===== src/rtl/game_delay_timer.sv =====
// game_delay_timer: counts a requested number of prescaled ticks, then
// returns a one-cycle slowClk pulse to the game control FSM.
//
// Ports:
//   clk            system clock
//   resetN         asynchronous active-low reset
//   requestTime    start-delay strobe (retriggers a running delay)
//   slowClkRequest delay length in ticks, sampled with requestTime
//   freeze         holds prescaler and tick count while running (pause)
//   cancel         aborts a running delay without a pulse
//   slowClk        one-cycle delay-done pulse
//   busy           high while a delay is running
//   remaining      ticks still to elapse
module game_delay_timer #(
   parameter int unsigned TICK_DIV = 500000,
   parameter int unsigned REQ_W    = 11
) (
   input  logic             clk,
   input  logic             resetN,
   input  logic             requestTime,
   input  logic [REQ_W-1:0] slowClkRequest,
   input  logic             freeze,
   input  logic             cancel,
   output logic             slowClk,
   output logic             busy,
   output logic [REQ_W-1:0] remaining
);

   localparam int unsigned     PRE_W    = (TICK_DIV > 1) ? $clog2(TICK_DIV) : 1;
   localparam logic [PRE_W-1:0] PRE_LAST = PRE_W'(TICK_DIV - 1);

   typedef enum logic [1:0] {
      ST_IDLE,
      ST_RUN,
      ST_DONE
   } state_t;

   state_t           state, state_nxt;
   logic [PRE_W-1:0] prescaler, prescaler_nxt;
   logic [REQ_W-1:0] remaining_nxt;

   // State, counters and decoded outputs; outputs are registered from next state
   always_ff @(posedge clk or negedge resetN) begin
      if (!resetN) begin
         state     <= ST_IDLE;
         prescaler <= '0;
         remaining <= '0;
         busy      <= 1'b0;
         slowClk   <= 1'b0;
      end else begin
         state     <= state_nxt;
         prescaler <= prescaler_nxt;
         remaining <= remaining_nxt;
         busy      <= (state_nxt == ST_RUN);
         slowClk   <= (state_nxt == ST_DONE);
      end
   end

   // Next-state: request beats cancel beats expiry
   always_comb begin
      state_nxt     = state;
      prescaler_nxt = prescaler;
      remaining_nxt = remaining;

      if (requestTime) begin
         prescaler_nxt = '0;
         if (slowClkRequest != '0) begin
            state_nxt     = ST_RUN;
            remaining_nxt = slowClkRequest;
         end else begin
            // zero-length delay answers immediately, never shows busy
            state_nxt     = ST_DONE;
            remaining_nxt = '0;
         end
      end else begin
         case (state)
            ST_RUN: begin
               if (cancel) begin
                  state_nxt     = ST_IDLE;
                  remaining_nxt = '0;
                  prescaler_nxt = '0;
               end else if (!freeze) begin
                  if (prescaler == PRE_LAST) begin
                     prescaler_nxt = '0;
                     remaining_nxt = remaining - REQ_W'(1);
                     // RUN always holds remaining >= 1, so no underflow
                     if (remaining == REQ_W'(1)) begin
                        state_nxt = ST_DONE;
                     end
                  end else begin
                     prescaler_nxt = prescaler + PRE_W'(1);
                  end
               end
            end
            ST_DONE: begin
               state_nxt = ST_IDLE;
            end
            default: begin
               state_nxt = ST_IDLE;
            end
         endcase
      end
   end

endmodule


===== config.mk =====
export PLATFORM = sky130hd
export DESIGN_NAME = game_delay_timer
export DESIGN_NICKNAME = d
export VERILOG_FILES = /design/src/rtl/game_delay_timer.sv
export SDC_FILE = /design/constraint.sdc
export NUM_CORES = 1
export LEC_CHECK = 0
export CORE_MARGIN = 1.5
export CORE_UTILIZATION = 45
export CTS_BUF_LIST = sky130_fd_sc_hd__clkbuf_8
export CTS_CLUSTER_DIAMETER = 60
export CTS_CLUSTER_SIZE = 8
export DETAILED_ROUTE_END_ITERATION = 8
export DONT_BUFFER_PORTS = 1
export GPL_TIMING_DRIVEN = 0
export HOLD_SLACK_MARGIN = 0.06
export PLACE_DENSITY = 0.56
export SYNTH_ARGS = -nofsm -noshare
export SYNTH_HDL_FRONTEND = slang
export SYNTH_SLANG_ARGS = --single-unit

===== constraint.sdc =====
create_clock -name clk -period 5.1 [get_ports clk]
set_clock_uncertainty 0.15 [all_clocks]
set_input_delay 1.02 -clock clk [delete_from_list [all_inputs] [get_ports clk]]
set_output_delay 1.02 -clock clk [all_outputs]
set_load 0.02 [all_outputs]

**After elaboration in Yosys (flattened, before gate mapping)**

Cells that the tools add are included.

- Flip-flop bits (word level): 34
- Bits in latches: 0
- RAM bits: 0
- ROM bits: 0
- Input bits: 16
- Output and inout port bits: 13
- Memories: 0

- $add $sub $neg: 2
- $mul: 0
- Div/mod/pow operators: 0
- Order comparisons: 0
- Eq/ne operators: 6
- Shift-type cells: 0
- Multiplexer cells: 18
- Bitwise operators: 0
- Reductions and logical operators: 5

Operators with widths:

| cell | number |
|---|---|
| two-way mux 19 bit | 5 |
| two-way mux 11 bit | 6 |
| adder 19 x 1 -> 19 bit, second input constant | 1 |
| == test 19 bit, second input constant | 1 |
| two-way mux 2 bit | 7 |
| == test 11 x 1 -> 1 bit, second input constant | 1 |
| nonzero test 11 bit | 1 |
| subtractor 11 x 1 -> 11 bit, second input constant | 1 |
| == test 2 x 1 -> 1 bit, second input constant | 2 |
| != test 3 x 2 -> 1 bit, second input constant | 1 |
| AND reduction 3 bit | 1 |
| nonzero test 3 bit | 1 |
| == test 2 bit, second input constant | 1 |
| AND reduction 2 bit | 1 |
| nonzero test 2 bit | 1 |

**Logic depth before layout (Yosys ltp)**

Gate-level depths: netlist of run 1.

- Depth after elaboration: 8
- Mapped depth: 7
- Gate-level depth less buffers: 6

**Worst setup path after synthesis of run 1**

Ideal clock, no wire load.

- Path kind: input port to flip-flop
- From: input port cancel
- To: register remaining[3]
- Data arrival time: 2.343 ns
- Data required time: 4.832 ns
- Slack: 2.489 ns
- Stages: 7
- Path buffers: 2
- Cell sequence: nand2b_1 -> a21oi_1 -> clkbuf_1 -> clkbuf_1 -> nor3_1 -> a22o_1 -> a21o_1

- Longest elaborated chain between the ends: 3
- Elaborated cells between the ends (all ways): 6
- Classes of those cells: 1 x eq/ne; 3 x mux; 2 x reduce/logical

RTL lines:

| item | RTL line | source |
|---|---|---|
| start: declaration | 23 | `input logic cancel,` |
| two-way mux 11 bit | 78 | `if (cancel) begin` |
| two-way mux 11 bit | 76 | `case (state)` |
| two-way mux 11 bit | 65 | `if (requestTime) begin` |
| end signal: assignment | 53 | `remaining <= remaining_nxt;` |
| end: declaration | 26 | `output logic [REQ_W-1:0] remaining` |

Parallel ways exist; a longest one is shown, timed or not. The select of a mux whose other input is x is not followed.
A chain may end at the register's enable or synchronous reset.

**Final worst setup path of run 1**

- From: input port cancel
- To: register prescaler[16]

- Longest elaborated chain between the ends: 3
- Elaborated cells between the ends (all ways): 5
- Classes of those cells: 1 x eq/ne; 3 x mux; 1 x reduce/logical

RTL lines:

| item | RTL line | source |
|---|---|---|
| two-way mux 19 bit | 78 |  |
| two-way mux 19 bit | 76 |  |
| two-way mux 19 bit | 65 |  |
| end signal: assignment | 52 | `prescaler <= prescaler_nxt;` |
| end: declaration | 39 | `logic [PRE_W-1:0] prescaler, prescaler_nxt;` |

Parallel ways exist; a longest one is shown, timed or not. The select of a mux whose other input is x is not followed.

==> impl_metrics.yaml, run 1 <==
placement:
  gp_congestion: 0.892
  dpl.hpwl_microns: 3880
  port_buffers: 0
  pre_cts_slack_ns: 2.09
synthesis:
  synth-main-ff-cell: "dfrtp_1"
  yosysWarnings: 0
  synthCells: 237
  postSynthAreaPerCell_sq_um: 8.59
  synth-seq-cells: 34
  yosysTopAreaCell: "dfrtp_1"
  synth_cell_types: 45
  syn_area_sq_um: 2040
  yosysTopAreaCellShare_pct: 41.8
  synth-edff-count: 0
  synthTopCellsByArea: "dfrtp_1, nor4_1, nand2_1, xnor2_1, nor2_1"
  synth.net_count: 256
  synth.yosys.seq_area_share_pct: 41.8
  async_flop_share_pct: 100
global_route:
  overflow: 0
  grt_pass1_vias: 1753
  grt_usage_pct: 22.7
  antenna_found_initial: 0
  grt_max_degree: 35
  grt_pass1_wl_microns: 8770
routing:
  num_vias: 1886
  first_pass_iters: 4
  routedWlPerCell_microns: 17.9
  routed_wirelength_microns: 5330
  viasPerCell: 6.35
  ant_nets: 0
  drc_errors: 0
  initialDrtViolationCount: 133
cells_and_area:
  drive_gt1_share_pct: 6.12
  fillers: 437
  syn2layout_area_growth_pct: 8.42
  nets: 263
  n_antenna_cell: 0
timing:
  min_period_ns: 2.73
  finalSetupViolCount: 0
  fmax_ghz: 0.366
  tightest_slew_ns: 0.599
  slew_headroom_pct: 60.0
  fin_setup_tns_ns: 0
  rsz0062_at_grt: "false"
  hold_violations: 0
  finalWorstSetupSlack_ns: 2.37
  finalMaxSlewViolations: 0
  finalCritPeriodShare_pct: 53.5
clock_tree:
  cts_setup_buffers: 0
  clk_latency_ns: 0.29
  post_cts_resized: 0
  hold_buffers: 0
  cts.path.max_buffers: 2
  cts_root_buffer: "clkbuf_8"
  cts_buffers: 5
  htree_levels: 2
  cts.sinks: 34
  cts_tree: "built"
  clkTransAtPathRegs_ns: 0.07
critical_path:
  cp.required_ns: 5.17
  path_max_fanout: 10
  crit_type: "primary input to flip-flop"
  path_cells: "nand2b_1 > a21oi_1 > clkbuf_1 > clkbuf_1 > nor2_1 > buf_2 > nor2_1"
  arrival_ns: 2.80
  critPathLaunch: "cancel"
  start_kind: "primary input"
  cp_slowest_cell: "clkbuf_1"
  rr_worst_depth: 6
  cp-end-kind: "flip-flop"
  rr_startpoint: "prescaler[0]"
  crit_path_max_incr_delay_ns: 0.52
status:
  status: "completed"
power:
  peakVddDrop_uv: 173
  powerDensity_nw_per_um2: 291
  cellLeakagePower_nw: 0.866
floorplanning:
  dieHeight_microns: 70.3
  dieArea_sq_um: 4940
  core_area_sq_um: 4350
  start_util_pct: 46.8
  die-width_microns: 70.3
  core.rowCount: 24
  ios: 29
job:
  drv_cap: 0
hold_path:
  min_path_type: "primary input to async pin"
==> through the flow <==
stage	area [sq um]	util (%)	power, mW	cells	hold slack [ns]
4_1_cts	2210	50.7	0.645	297	0.258
6_report	2210	50.7	0.642	297	0.262
3_5_place_dp	2100	48.3	0.403	289	0.391
5_1_grt	2210	50.7	0.671	297	0.250
3_3_place_gp	2100	48.3	0.401	289	0.375
2_1_floorplan	2040	-	0.379	237	0.351
==> where the power goes <==
group / total, mW / internal (mW) / switching [mW]
Clock: 0.243 / 0.142 / 0.101
Combinational: 0.0827 / 0.0302 / 0.0525
Sequential: 0.317 / 0.283 / 0.0337
Total: 0.642 / 0.455 / 0.187
==> final cells by class <==
cell class	instances	area, sq um	share of cell area (%)
buffer	9	42.5	1.93
multi-input combinational	186	1110	50.4
tap	52	65.1	2.95
clock buffer	5	68.8	3.12
clock inverter	3	37.5	1.70
sequential	34	851	38.5
inverter	8	30.0	1.36
==> kinds of logic (layout without fill, tap and decap cells) <==
group                      count (synthesis)  after routing  share of synthesized area (%)
buffers and inverters                     17             25                           3.56
adders and majority gates                  3              3                           1.84
and+or+nand+nor                          118            118                           30.0
DFF                                       34             34                           41.8
xor gates and xnor gates                  10             10                           4.30
AOI/OAI and AO/OA                         55             55                           18.6
==> final timing paths <==
path                                       to  slack [ns]
worst max-delay path            prescaler[16]        2.37
worst min-delay path                 state[1]        0.26
worst max register to register   remaining[6]        2.58
worst min register to register   prescaler[1]        0.40
max in group asynchronous       prescaler[10]        4.44
min in group clk                 prescaler[1]        0.40
==> registers in the layout, indices dropped and copies added, names as in the netlist <==
signal     cells
remaining     11
busy           1
state          2
prescaler     19
slowClk        1
==> cells in the final DEF (no fill, tap or decap), types with 3 or more instances in the layout <==
cell      instances
nand2_1          25
o22ai_1           3
o21ai_0          12
or4_1             3
inv_1            10
and3_1            3
nor2_1           23
nor3_1           10
nor4_1           16
nand3_1          14
or3_1             7
ha_1              3
nand4_1           3
nand2b_1          3
o31ai_1           5
dfrtp_1          34
clkbuf_8          5
xnor2_1          10
a21oi_1           9
a31oi_1           6
clkbuf_1          7
==> layer usage <==
layer | share of wire [%] | global-route usage [%] | routed length [microns] | up-vias
li1 | - | - | - | 897
met1 | 47 | 32.1 | 2510 | 907
met2 | 45 | 33.3 | 2410 | 72
met3 | 6.4 | 5.48 | 341 | 10
met4 | 1.3 | 9.19 | 70 | 0
met5 | 0 | 0 | 0 | -
==> critical path, delay by kind of cell <==
| kind | cells | cell delay [ns] |
|---|---|---|
| AOI/OAI and AO/OA | 1 | 0.23 |
| buffers and inverters | 3 | 1.12 |
| and+or+nand+nor | 3 | 0.42 |
==> synth_stat cells (3+ instances only) <==
| cell type | instances |
|---|---|
| clkbuf_1 | 7 |
| nor3_1 | 10 |
| o22ai_1 | 3 |
| xnor2_1 | 10 |
| o31ai_1 | 5 |
| or4_1 | 3 |
| nor4_1 | 16 |
| inv_1 | 8 |
| a21oi_1 | 9 |
| dfrtp_1 | 34 |
| or3_1 | 7 |
| nand2_1 | 25 |
| ha_1 | 3 |
| o21ai_0 | 12 |
| nand2b_1 | 3 |
| nor2_1 | 23 |
| nand3_1 | 14 |
| and3_1 | 3 |
| a31oi_1 | 6 |
| nand4_1 | 3 |
Note: power is estimated with default switching activity, not from simulation.
==> run 2, diff against run 1 <==
--- a/config.mk
+++ b/config.mk
@@ -5,6 +5,7 @@
 export SDC_FILE = /design/constraint.sdc
 export NUM_CORES = 1
 export LEC_CHECK = 0
+export ABC_AREA = 1
 export CORE_MARGIN = 1.5
 export CORE_UTILIZATION = 45
 export CTS_BUF_LIST = sky130_fd_sc_hd__clkbuf_8
@@ -14,7 +15,7 @@
 export DONT_BUFFER_PORTS = 1
 export GPL_TIMING_DRIVEN = 0
 export HOLD_SLACK_MARGIN = 0.06
-export PLACE_DENSITY = 0.56
+export PLACE_DENSITY = 0.58
 export SYNTH_ARGS = -nofsm -noshare
 export SYNTH_HDL_FRONTEND = slang
 export SYNTH_SLANG_ARGS = --single-unit
==> constraint.sdc (replaced) <==
create_clock -name clk -period 2.5 [get_ports clk]
set_clock_uncertainty 0.15 [all_clocks]
set_input_delay 0.5 -clock clk [delete_from_list [all_inputs] [get_ports clk]]
set_output_delay 0.5 -clock clk [all_outputs]
set_load 0.02 [all_outputs]
==> run 2 against run 1 <==
Wire length up 0.73%. Count of clock-buffer cells in the layout unchanged. Non-clock buffer count down 1. Via count up 7.9%. Cell count up 41%. Hold slack worse by 0.036 ns.
==> impl_metrics.yaml, run 2 <==
cells_and_area:
  fillers: 516
  final_cell_mix: "nand2_1, nor2_1, inv_1"
  top_regs: "prescaler (19), remaining (11), state (2)"
  syn2layout_area_growth_pct: 9.98
  stdcell_count: 420
  multiInputGateArea_sq_um: 1180
  nets: 371
  final_common_cell: "nand2_1"
  drive_gt1_share_pct: 7.65
  largest_reg_flops: 19
  register_area_sq_um: 851
  n_antenna_cell: 0
  top_register: "prescaler"
floorplanning:
  ios: 29
  dieArea_sq_um: 5390
  core_area_sq_um: 4750
  dieHeight_microns: 73.4
  die-width_microns: 73.4
  core.rowCount: 25
  start_util_pct: 46.9
power:
  cellLeakagePower_nw: 1.21
  powerDensity_nw_per_um2: 575
  peakVddDrop_uv: 281
critical_path:
  r2r_slack_ns: 0.74
  cp-end-kind: "flip-flop"
  cp.required_ns: 2.54
  start_kind: "flip-flop"
  rr_startpoint: "remaining[1]"
  path_max_fanout: 4
  crit_type: "flip-flop to flip-flop"
  arrival_ns: 1.80
  critPathLaunch: "remaining[1]"
synthesis:
  synthCells: 343
  async_flop_share_pct: 100
  yosysTopAreaCellShare_pct: 38.1
  syn_area_sq_um: 2230
  yosysTopAreaCell: "dfrtp_1"
  yosysMostFrequentCell: "nand2_1"
  synth.yosys.seq_area_share_pct: 38.1
  synth-edff-count: 0
  synth_cell_types: 28
  yosysWarnings: 0
  synth.net_count: 362
  synth-seq-cells: 34
  synthTopCellsByArea: "dfrtp_1, nand2_1, nor2_1, inv_1, nand3_1"
  synth-main-ff-cell: "dfrtp_1"
  synthTopCellsByCount: "nand2_1, nor2_1, inv_1, dfrtp_1, nand3_1"
  postSynthAreaPerCell_sq_um: 6.51
clock_tree:
  cts_buffers: 5
  cts_tree: "built"
  cts.path.max_buffers: 2
  cts.sinks: 34
  cts_root_buffer: "clkbuf_8"
  htree_levels: 2
  clk_latency_ns: 0.29
  clkTransAtPathRegs_ns: 0.07
timing:
  tightest_slew_ns: 0.424
  fin_setup_tns_ns: 0
  min_period_ns: 1.76
  finalCritPeriodShare_pct: 70.4
  hold_violations: 0
  finalSetupViolCount: 0
  slew_headroom_pct: 71.7
  finalMaxSlewViolations: 0
  fmax_ghz: 0.568
  rsz0062_at_grt: "false"
global_route:
  grt_pass1_vias: 1829
  overflow: 0
  grt_max_degree: 35
  grt_pass1_wl_microns: 8980
  antenna_found_initial: 0
  grt_usage_pct: 22.0
hold_path:
  hp-start: "cancel"
  min_path_type: "primary input to flip-flop"
routing:
  initialDrtViolationCount: 117
  viasPerCell: 4.85
  drc_errors: 0
  num_vias: 2035
  ant_nets: 0
  routed_wirelength_microns: 5370
  routedWlPerCell_microns: 12.8
  first_pass_iters: 4
placement:
  dp_cells: 410
  dpl.hpwl_microns: 3920
  port_buffers: 0
  gp_congestion: 0.873
job:
  drv_cap: 0
status:
  status: "completed"
run 2: changes by cell type after synthesis, sizes merged, moves of 6 or more:
cell | before | now
nand2 | 25 | 129
nor2 | 23 | 66
inv | 8 | 39
nor4 | 16 | 0
nand3 | 14 | 28
o21ai | 14 | 6
xnor2 | 10 | 2
a21oi | 9 | 2
clkbuf | 7 | 0
or3 | 7 | 0
a31oi | 6 | 0
o31ai | 6 | 0
run 2: worst paths after layout:
| path | endpoint | cells past startpoint |
|---|---|---|
| hold / removal | prescaler[9] | 3 |
| setup / recovery | remaining[10] | 9 |
| setup reg to reg | remaining[10] | 9 |
| max in group asynchronous | prescaler[16] | 2 |
| min in group asynchronous | remaining[2] | 2 |
| hold reg to reg | prescaler[1] | 2 |
run 2: kinds of logic after synthesis:
| kind of cell | share of synthesized area (%) |
|---|---|
| compound gates | 3.76 |
| fa+ha+maj | 1.68 |
| simple gates | 45.5 |
| xor+xnor | 1.96 |
| buf+inv | 9.02 |
| flops | 38.1 |
run 2: repair_timing:
item,4_1_cts,5_1_grt
hold buffers,2,0
endpoints found under the hold margin,34,0
buffers inserted,0,0
resized for setup,0,0
run 2: final cells by class:
cell class	instances	share of cell area, %
Tap cell	67	3.41
Clock buffer	5	2.80
Buffer	6	2.14
Multi-Input combinational cell	264	48.1
Sequential cell	34	34.7
Clock inverter	3	1.63
Timing Repair Buffer	2	1.22
Inverter	39	6.07
run 2: power breakdown:
part | switching [mW] | internal [mW]
Sequential | 0.0872 | 0.583
Combinational | 0.156 | 0.0839
Clock | 0.209 | 0.293
run 2: per-stage QoR:
step	area, sq um	util, %	total power, mW	hold slack, ns	setup slack, ns
global route	2450	51.6	1.51	0.241	0.541
finish	2450	51.6	1.41	0.226	0.740
global placement	2320	48.7	0.900	0.0551	0.630
floorplan	2230	-	0.846	0.0544	0.883
CTS	2450	51.6	1.43	0.212	0.743
detailed placement	2320	48.7	0.901	0.0552	0.617
run 2: layer usage:
metal / global-route usage (%) / routed length [microns] / vias up
li1: - / - / 1078
met1: 34.6 / 2900 / 911
met2: 29.7 / 2210 / 42
met3: 5.21 / 237 / 4
met4: 5.35 / 25 / 0
met5: 0 / 0 / -
run 2: worst max-delay path: stages, from the launching register on:
cell and delay, ns:
dfrtp_1 0.49, inv_1 0.13, ha_1 0.19, nand2_1 0.11, nor2_1 0.25, nand3_1 0.10
nand3_1 0.09, nand2_1 0.05, nand2_1 0.05, nand2_1 0.04
==> run 3, diff against run 2 <==
--- a/config.mk
+++ b/config.mk
@@ -5,7 +5,7 @@
 export SDC_FILE = /design/constraint.sdc
 export NUM_CORES = 1
 export LEC_CHECK = 0
-export ABC_AREA = 1
+export ABC_AREA = 0
 export CORE_MARGIN = 1.5
 export CORE_UTILIZATION = 45
 export CTS_BUF_LIST = sky130_fd_sc_hd__clkbuf_8
==> constraint.sdc (replaced) <==
create_clock -name clk -period 1.5 [get_ports clk]
set_clock_uncertainty 0.15 [all_clocks]
set_input_delay 0.3 -clock clk [delete_from_list [all_inputs] [get_ports clk]]
set_output_delay 0.3 -clock clk [all_outputs]
set_load 0.02 [all_outputs]
==> run 3 against run 2 <==
The run now ends with setup timing left. Combinational power rose by 79%. Wire length increased by 17%. Setup slack worse by 1.6 ns. Cell count shrank 24%. Fmax decreased by 24%. Largest cell class unchanged.
==> impl_metrics.yaml, run 3 (synthesis gave the netlist of run 1 again) <==
status:
  status: "finished with violations"
  violations: "setup timing"
routing:
  num_vias: 2061
  routedWlPerCell_microns: 19.6
  viasPerCell: 6.44
  initialDrtViolationCount: 156
  drc_errors: 0
  first_pass_iters: 4
  ant_nets: 0
  routed_wirelength_microns: 6260
timing:
  finalWorstSetupSlack_ns: -0.820
  slew_headroom_pct: 58.6
  finalCritPeriodShare_pct: 155
  fmax_ghz: 0.431
  min_period_ns: 2.32
  finalMaxSlewViolations: 0
  rsz0062_at_grt: "true"
  hold_violations: 0
  finalSetupViolCount: 34
  tightest_slew_ns: 0.620
clock_tree:
  cts_buffers: 5
  clkTransAtPathRegs_ns: 0.07
  cts.path.max_buffers: 2
  cts_root_buffer: "clkbuf_8"
  cts.sinks: 34
  clk_latency_ns: 0.30
  cts_tree: "built"
  htree_levels: 2
critical_path:
  cp.required_ns: 1.52
  cp-end-kind: "flip-flop"
  crit_path_max_incr_delay_ns: 0.44
  cp_common_cell: "or3_1"
  cp_slowest_cell: "or4_4"
  arrival_ns: 2.34
  path_cells: "or3_1 > or4_4 > or2_4 > or3_1 > o211a_1"
  start_kind: "flip-flop"
  path_max_fanout: 5
  crit_type: "flip-flop to flip-flop"
floorplanning:
  ios: 29
  dieHeight_microns: 70.3
  die-width_microns: 70.3
  dieArea_sq_um: 4940
  core.rowCount: 24
  core_area_sq_um: 4350
  start_util_pct: 46.8
global_route:
  grt_pass1_vias: 2038
  antenna_found_initial: 0
  grt_usage_pct: 24.9
  grt_pass1_wl_microns: 9720
  grt_max_degree: 35
  overflow: 0
job:
  drv_cap: 0
placement:
  dpl.hpwl_microns: 3900
  port_buffers: 0
  gp_congestion: 0.872
  dp_cells: 289
cells_and_area:
  final_common_cell: "dfrtp_1"
  stdcell_count: 320
  syn2layout_area_growth_pct: 35.2
  fillers: 355
  multiInputGateArea_sq_um: 1430
  final_util_pct: 63.2
  n_antenna_cell: 0
  drive_gt1_share_pct: 31.7
  final_cell_mix: "dfrtp_1, nand2_1, nor4_1"
  top_regs: "prescaler (19), remaining (11), state (2)"
  largest_reg_flops: 19
  top_register: "prescaler"
  nets: 286
  register_area_sq_um: 855
power:
  powerDensity_nw_per_um2: 810
  cellLeakagePower_nw: 1.06
  peakVddDrop_uv: 408
hold_path:
  min_path_type: "primary input to flip-flop"
[run 3: changes by cell type in the layout (fill, tap and decap cells not counted), sizes merged, moves of 7 or more]
cell / before / now
nand2: 129 / 25
nor2: 66 / 23
inv: 39 / 9
nor4: 0 / 16
buf: 7 / 21
nand3: 28 / 14
o21ai: 6 / 14
xnor2: 2 / 10
a21oi: 2 / 9
or3: 0 / 7
[run 3: what timing repair did]
item                                    in CTS  in global routing
gates cloned                                 2                  0
pin swaps                                    2                  5
hold endpoints to repair                    38                  1
gates resized for setup                     40                 42
endpoints found under the setup margin      34                 34
buffers inserted                            11                  4
hold buffers                                 6                  1
[run 3: cell type report]
| type | count | share of cell area [%] |
|---|---|---|
| buffer | 9 | 2.14 |
| clock inverter | 2 | 0.318 |
| tap | 52 | 2.36 |
| clock buffer | 6 | 3.00 |
| multi-input combinational | 186 | 52.0 |
| sequential | 34 | 31.0 |
| inverter | 8 | 1.09 |
| timing repair buffer | 23 | 8.09 |
[run 3: power by group]
group | internal (mW) | switching [mW]
Combinational | 0.176 | 0.254
Clock | 0.364 | 0.348
Sequential | 0.963 | 0.125
[run 3: metrics by stage]
step	instance area [sq um]	power, mW	worst slack [ns]	TNS [ns]	hold slack (ns)
detailed placement	2150	1.38	-0.838	-24.64	-0.145
floorplan	2090	1.31	-0.709	-17.85	-0.146
global route	2750	2.33	-0.842	-23.57	0.0595
CTS	2550	2.18	-0.763	-20.45	0.0628
global placement	2150	1.38	-0.826	-23.66	-0.145
finish	2750	2.23	-0.820	-22.01	0.0651
[run 3: final timing paths]
| check | from | end | slack [ns] | cells past startpoint |
|---|---|---|---|---|
| setup / recovery | prescaler[5] | remaining[2] | -0.82 | 5 |
| hold / removal | slowClkRequest[9] | remaining[9] | 0.07 | 2 |
| setup reg to reg | prescaler[5] | remaining[2] | -0.82 | 5 |
| hold reg to reg | prescaler[5] | prescaler[5] | 0.47 | 2 |
| max in group asynchronous | resetN | prescaler[10] | 0.69 | 2 |
| min in group asynchronous | resetN | busy | 0.30 | 2 |
[run 3: critical path: cells and delay by family (launching register included)]
family	cells	cell delay, ns
AND/OR/NAND/NOR	4	1.48
flip-flops	1	0.43
AO/OA/AOI/OAI	1	0.14
[run 3: routing by layer]
| metal | global-route usage, % | up-vias | wire [microns] |
|---|---|---|---|
| met4 | 9.83 | 0 | 97 |
| li1 | - | 942 | - |
| met3 | 5.92 | 14 | 415 |
| met2 | 44.2 | 88 | 3270 |
| met5 | 0 | - | 0 |
| met1 | 28.6 | 1017 | 2470 |
